==> config.mk <==
export PLATFORM = sky130hd
export DESIGN_NAME = mem_port_arbiter
export DESIGN_NICKNAME = d
export VERILOG_FILES = /design/src/rtl/mem_arb_pkg.sv /design/src/rtl/rr_pick.sv /design/src/rtl/mem_port_arbiter.sv
export SDC_FILE = /design/constraint.sdc
export NUM_CORES = 1
export LEC_CHECK = 0
export CORE_AREA = 2 2 106 108
export CTS_BUF_LIST = sky130_fd_sc_hd__clkbuf_8
export DETAILED_ROUTE_END_ITERATION = 8
export DIE_AREA = 0 0 108 110
export DONT_BUFFER_PORTS = 1
export RECOVER_POWER = 25
export SLEW_MARGIN = 20
export SYNTH_ARGS = -nofsm -noshare
export SYNTH_HDL_FRONTEND = slang
export SYNTH_SLANG_ARGS = --single-unit
export TNS_END_PERCENT = 100
==> constraint.sdc <==
create_clock -name clk -period 3.4 [get_ports clk]
set_clock_uncertainty 0.15 [all_clocks]
set_input_delay 0.51 -clock clk [delete_from_list [all_inputs] [get_ports clk]]
set_output_delay 0.51 -clock clk [all_outputs]
set_load 0.005 [all_outputs]
==> src/rtl/mem_arb_pkg.sv <==
// rtl/mem_arb_pkg.sv - shared types and helpers for the memory port arbiter
package mem_arb_pkg;

  localparam int XLEN = 32;

  typedef enum logic [1:0] {
    ARB_IDLE,
    ARB_ISSUE,
    ARB_WAIT
  } arb_state_t;

  typedef struct packed {
    logic            we;
    logic [XLEN-1:0] addr;
    logic [XLEN-1:0] wdata;
  } mem_cmd_t;

  function automatic int wrap_inc(input int v, input int n);
    return (v + 1 >= n) ? 0 : v + 1;
  endfunction

endpackage

==> src/rtl/rr_pick.sv <==
// rtl/rr_pick.sv - round-robin picker: first set request at or above ptr, with wrap
module rr_pick #(
  parameter int N     = 2,
  parameter int IDX_W = (N > 1) ? $clog2(N) : 1
) (
  input  logic [N-1:0]     req,
  input  logic [IDX_W-1:0] ptr,
  output logic             any,
  output logic [IDX_W-1:0] idx
);

  int c;

  // Walk offsets from far to near so the nearest set bit overwrites the rest.
  always_comb begin
    any = 1'b0;
    idx = '0;
    c   = 0;
    for (int i = N - 1; i >= 0; i--) begin
      c = int'(ptr) + i;
      if (c >= N) c = c - N;
      if (req[c]) begin
        any = 1'b1;
        idx = IDX_W'(c);
      end
    end
  end

endmodule

==> src/rtl/mem_port_arbiter.sv <==
// rtl/mem_port_arbiter.sv - round-robin sharing of one synchronous memory port
module mem_port_arbiter
  import mem_arb_pkg::*;
#(
  parameter int NUM_REQ        = 2,
  parameter int TIMEOUT_CYCLES = 16,
  localparam int ID_W          = $clog2(NUM_REQ)
) (
  input  logic                    clk,
  input  logic                    rst_n,
  input  logic [NUM_REQ-1:0]      s_mem_req,
  input  logic [NUM_REQ-1:0]      s_mem_we,
  input  logic [NUM_REQ*XLEN-1:0] s_mem_addr,
  input  logic [NUM_REQ*XLEN-1:0] s_mem_wdata,
  output logic [XLEN-1:0]         s_mem_rdata,
  output logic [NUM_REQ-1:0]      s_mem_ready,
  output logic [NUM_REQ-1:0]      s_mem_err,
  output logic                    m_mem_req,
  output logic                    m_mem_we,
  output logic [XLEN-1:0]         m_mem_addr,
  output logic [XLEN-1:0]         m_mem_wdata,
  input  logic [XLEN-1:0]         m_mem_rdata,
  input  logic                    m_mem_ready,
  output logic                    busy,
  output logic [ID_W-1:0]         grant_id
);

  localparam int CNT_W = $clog2(TIMEOUT_CYCLES);

  arb_state_t       state_q, state_d;
  logic [ID_W-1:0]  rr_q, rr_d;
  logic [ID_W-1:0]  grant_q, grant_d;
  mem_cmd_t         cmd_q, cmd_d, cmd_pick;
  logic             mreq_q, mreq_d;
  logic [CNT_W-1:0] cnt_q, cnt_d;
  logic             pick_any;
  logic [ID_W-1:0]  pick_idx;
  logic             timeout;

  rr_pick #(.N(NUM_REQ), .IDX_W(ID_W)) u_pick (
    .req (s_mem_req),
    .ptr (rr_q),
    .any (pick_any),
    .idx (pick_idx)
  );

  always_comb begin
    cmd_pick.we    = s_mem_we[pick_idx];
    cmd_pick.addr  = s_mem_addr[int'(pick_idx)*XLEN +: XLEN];
    cmd_pick.wdata = s_mem_wdata[int'(pick_idx)*XLEN +: XLEN];
  end

  assign timeout = (state_q == ARB_WAIT) && !m_mem_ready &&
                   (cnt_q == CNT_W'(TIMEOUT_CYCLES - 1));

  always_comb begin
    state_d     = state_q;
    rr_d        = rr_q;
    grant_d     = grant_q;
    cmd_d       = cmd_q;
    mreq_d      = 1'b0;
    cnt_d       = cnt_q;
    s_mem_ready = '0;
    s_mem_err   = '0;
    case (state_q)
      ARB_IDLE: begin
        if (pick_any) begin
          grant_d = pick_idx;
          cmd_d   = cmd_pick;
          mreq_d  = 1'b1;
          state_d = ARB_ISSUE;
        end
      end
      ARB_ISSUE: begin
        cnt_d   = '0;
        state_d = ARB_WAIT;
      end
      ARB_WAIT: begin
        // Completion and timeout both hand the pointer to the next requester.
        if (m_mem_ready || timeout) begin
          s_mem_ready[grant_q] = m_mem_ready;
          s_mem_err[grant_q]   = timeout;
          rr_d    = ID_W'(wrap_inc(int'(grant_q), NUM_REQ));
          state_d = ARB_IDLE;
        end else begin
          cnt_d = cnt_q + 1'b1;
        end
      end
      default: state_d = ARB_IDLE;
    endcase
  end

  always_ff @(posedge clk or negedge rst_n) begin
    if (!rst_n) begin
      state_q <= ARB_IDLE;
      rr_q    <= '0;
      grant_q <= '0;
      cmd_q   <= '0;
      mreq_q  <= 1'b0;
      cnt_q   <= '0;
    end else begin
      state_q <= state_d;
      rr_q    <= rr_d;
      grant_q <= grant_d;
      cmd_q   <= cmd_d;
      mreq_q  <= mreq_d;
      cnt_q   <= cnt_d;
    end
  end

  assign s_mem_rdata = m_mem_rdata;
  assign m_mem_req   = mreq_q;
  assign m_mem_we    = cmd_q.we;
  assign m_mem_addr  = cmd_q.addr;
  assign m_mem_wdata = cmd_q.wdata;
  assign busy        = (state_q != ARB_IDLE);
  assign grant_id    = grant_q;

  a_resp_onehot: assert property (@(posedge clk) disable iff (!rst_n)
    $onehot0(s_mem_ready | s_mem_err));
  a_single_issue: assert property (@(posedge clk) disable iff (!rst_n)
    m_mem_req |=> !m_mem_req);
  a_grant_held: assert property (@(posedge clk) disable iff (!rst_n)
    (state_q != ARB_IDLE) |-> s_mem_req[grant_q]);

endmodule

==> flow_metrics.py <==
metrics = {
    "setup_path": {
        "startpoint": "state_q[1]",
        "cp_top_family": "buffers and inverters",
        "cpMaxStageDelayCell": "dfrtp_1",
        "cpPeakStageDelay_ps": 500,
        "end_kind": "output port",
        "cp.arrival_ps": 1640,
        "reg2reg_from": "rr_q",
        "crit_required_ps": 2740,
        "crit_chain": "nor2_4 -> buf_4 -> inv_1",
        "cp-start-kind": "flip-flop",
        "critPathKind": "flip-flop to output port",
        "path_max_fanout": 50,
        "path_buf_inv": 2,
    },
    "route": {
        "ant_nets": 0,
        "num_vias": 3418,
        "first_iter_violations": 233,
        "first_pass_iters": 5,
        "totalWireLength_mm": 12.3,
        "drc": 0,
        "viasPerCell": 6.35,
        "drt-wirelength-per-cell_um": 22.8,
    },
    "cells_and_area": {
        "area_delta_synth_final_pct": -0.954,
        "drive_gt1_share_pct": 13.8,
        "n_antenna_cell": 0,
        "nFillCells": 1091,
        "fin_nets": 561,
        "layout_common_cells": "dfrtp_1 (74), nand3b_1 (68), a21oi_1 (66)",
        "post-route-util_pct": 40.1,
        "final_common_cell": "dfrtp_1",
    },
    "pwr": {
        "power_uw": 3700,
        "irDropWorstVdd_uv": 373,
        "p_switching_uw": 1550,
        "power.internal_uw": 2150,
        "p_sw_share_pct": 41.9,
        "leakage_uw": 0.00146,
        "seqPwrFrac_pct": 46.5,
        "clkPwrFrac_pct": 16.1,
        "p_per_area_nw_per_um2": 863,
        "comb_power_share_pct": 37.3,
    },
    "die": {
        "die_h_um": 110,
        "die_w_um": 108,
        "ioPinCount": 271,
        "rows": 38,
        "coreArea_um2": 10700,
        "start_util_pct": 40.5,
        "die_area_um2": 11900,
    },
    "global_route": {
        "grt_max_degree": 77,
        "grt_overflow": 0,
        "grt.total_usage_pct": 19.9,
        "antenna_found_initial": 0,
        "first_global_vias": 3215,
        "grt_first_pass_wirelength_mm": 18.3,
    },
    "logic_synthesis": {
        "async_flop_share_pct": 100,
        "yosysUniqueCellTypes": 34,
        "synth_seq_cells": 74,
        "synth_edf_count": 0,
        "synth_top_area_share_pct": 42.8,
        "postSynthAreaPerCell_um2": 9.43,
        "syn_nets": 627,
        "netlist_instances": 459,
        "synth_seq_area_share_pct": 42.8,
        "synth_ff_type": "dfrtp_1",
        "netlist_top_cells_area": "dfrtp_1 (43%), nand3b_1 (12%), a31oi_2 (8.7%), a21oi_1 (7.6%), o21ai_0 (6.8%)",
        "syn_area_um2": 4330,
        "synth_top_cell_by_area": "dfrtp_1",
        "ys_warn_count": 0,
    },
    "timing": {
        "drv_slew": 0,
        "tns_ps": 0,
        "relSlewSlack_pct": 33.5,
        "finalCriticalPeriod_ps": 2300,
        "min_period_over_period_pct": 67.8,
        "max_slew.worst_pin.slew_ps": 996,
        "grt_setup_unrepaired": "false",
        "hold_ws_ps": 180,
        "hold_viol": 0,
        "finalSetupViolCount": 0,
        "fmax_mhz": 434,
    },
    "status": {
        "status": "finished clean",
    },
    "placement": {
        "hpwl_mm": 7.80,
        "gp_congestion": 0.780,
        "port_buffers": 0,
    },
    "cts": {
        "cts.clk_slew.worst_paths_ps": 80,
        "clock_sinks": 74,
        "numCtsBuffers": 9,
        "postCtsSetupBuffers": 0,
        "htree_levels": 3,
        "clockBufferDepth": 2,
        "cts_root_buffer": "clkbuf_8",
        "cts_tree": "yes",
        "worstSkewPairLatency_ps": 340,
    },
    "worst_hold_path": {
        "hold_start": "s_mem_wdata[7]",
        "hp-class": "input pin to flip-flop",
    },
    "run": {
        "drv_cap": 0,
    },
}
==> kinds of logic after synthesis <==
logic type	count (synthesis)	synth area share, %
AOI/OAI and AO/OA	210	31.4
buffers and inverters	89	11.5
and+or+nand+nor	85	14.0
DFF	74	42.8
adders and majority gates	1	0.289
==> state kept, by name (all words and copies together) (netlist names) <==
register	cells
m_mem_we	1
m_mem_addr	32
cnt_q	4
rr_q	1
m_mem_wdata	32
m_mem_req	1
grant_id	1
state_q	2
==> final timing paths <==
| path | end | slack [ps] | cells after the start |
|---|---|---|---|
| worst min-delay path | m_mem_wdata[7] | 180 | 2 |
| worst min register to register | rr_q | 390 | 2 |
| worst max-delay path | busy | 1100 | 3 |
| min in group asynchronous | m_mem_req | 570 | 2 |
| max in group asynchronous | m_mem_addr[23] | 2210 | 2 |
| worst max register to register | m_mem_addr[0] | 1260 | 4 |
==> per-layer routing <==
layer	share of wire (%)	vias up	GRT usage, %
li1	-	1543	-
met1	41	1678	24.6
met2	48	156	31.2
met3	7.9	41	5.94
met4	3.8	0	10.8
met5	0	-	0
==> final cells by class <==
| class | count | area [µm²] | share of cell area [%] |
|---|---|---|---|
| Timing Repair Buffer | 8 | 95.1 | 2.22 |
| Inverter | 4 | 15.0 | 0.350 |
| Tap cell | 140 | 175 | 4.09 |
| Clock inverter | 6 | 27.5 | 0.642 |
| Multi-Input combinational cell | 296 | 1980 | 46.3 |
| Clock buffer | 10 | 138 | 3.21 |
| Sequential cell | 74 | 1850 | 43.2 |
==> power by group through the flow <==
stage	Sequential (µW)	Combinational, µW	Clock (µW)
after CTS	1730	1380	620
after detailed placement	1740	1370	0
after floorplan	1580	1250	0
after global routing	1780	1540	665
after global placement	1730	1320	0
final	1720	1380	597
==> synth_stat cells, drive strengths merged (2+ instances only) <==
cell type  count
clkbuf        39
nand3b        68
and2           2
inv            4
o211ai         3
a21oi         66
o21ai         66
dfrtp         74
buf           46
nor2           4
o32ai          2
nand2          3
nor3           2
a31oi         66
==> what timing repair did <==
item / 4_1_cts / 5_1_grt
endpoints found under the setup margin: 0 / 0
hold buffers: 2 / 0
hold endpoints to repair: 74 / 0
resized for setup: 0 / 0
==> stage by stage <==
stage / cell area, µm² / worst slack, ps / cells
floorplan: 4330 / 1690 / 459
finish: 4290 / 1100 / 538
detailed placement: 4080 / 1260 / 520
global placement: 4080 / 1310 / 520
CTS: 4290 / 1070 / 538
global route: 4290 / 971 / 538
Power figures use the tool's default switching activity.
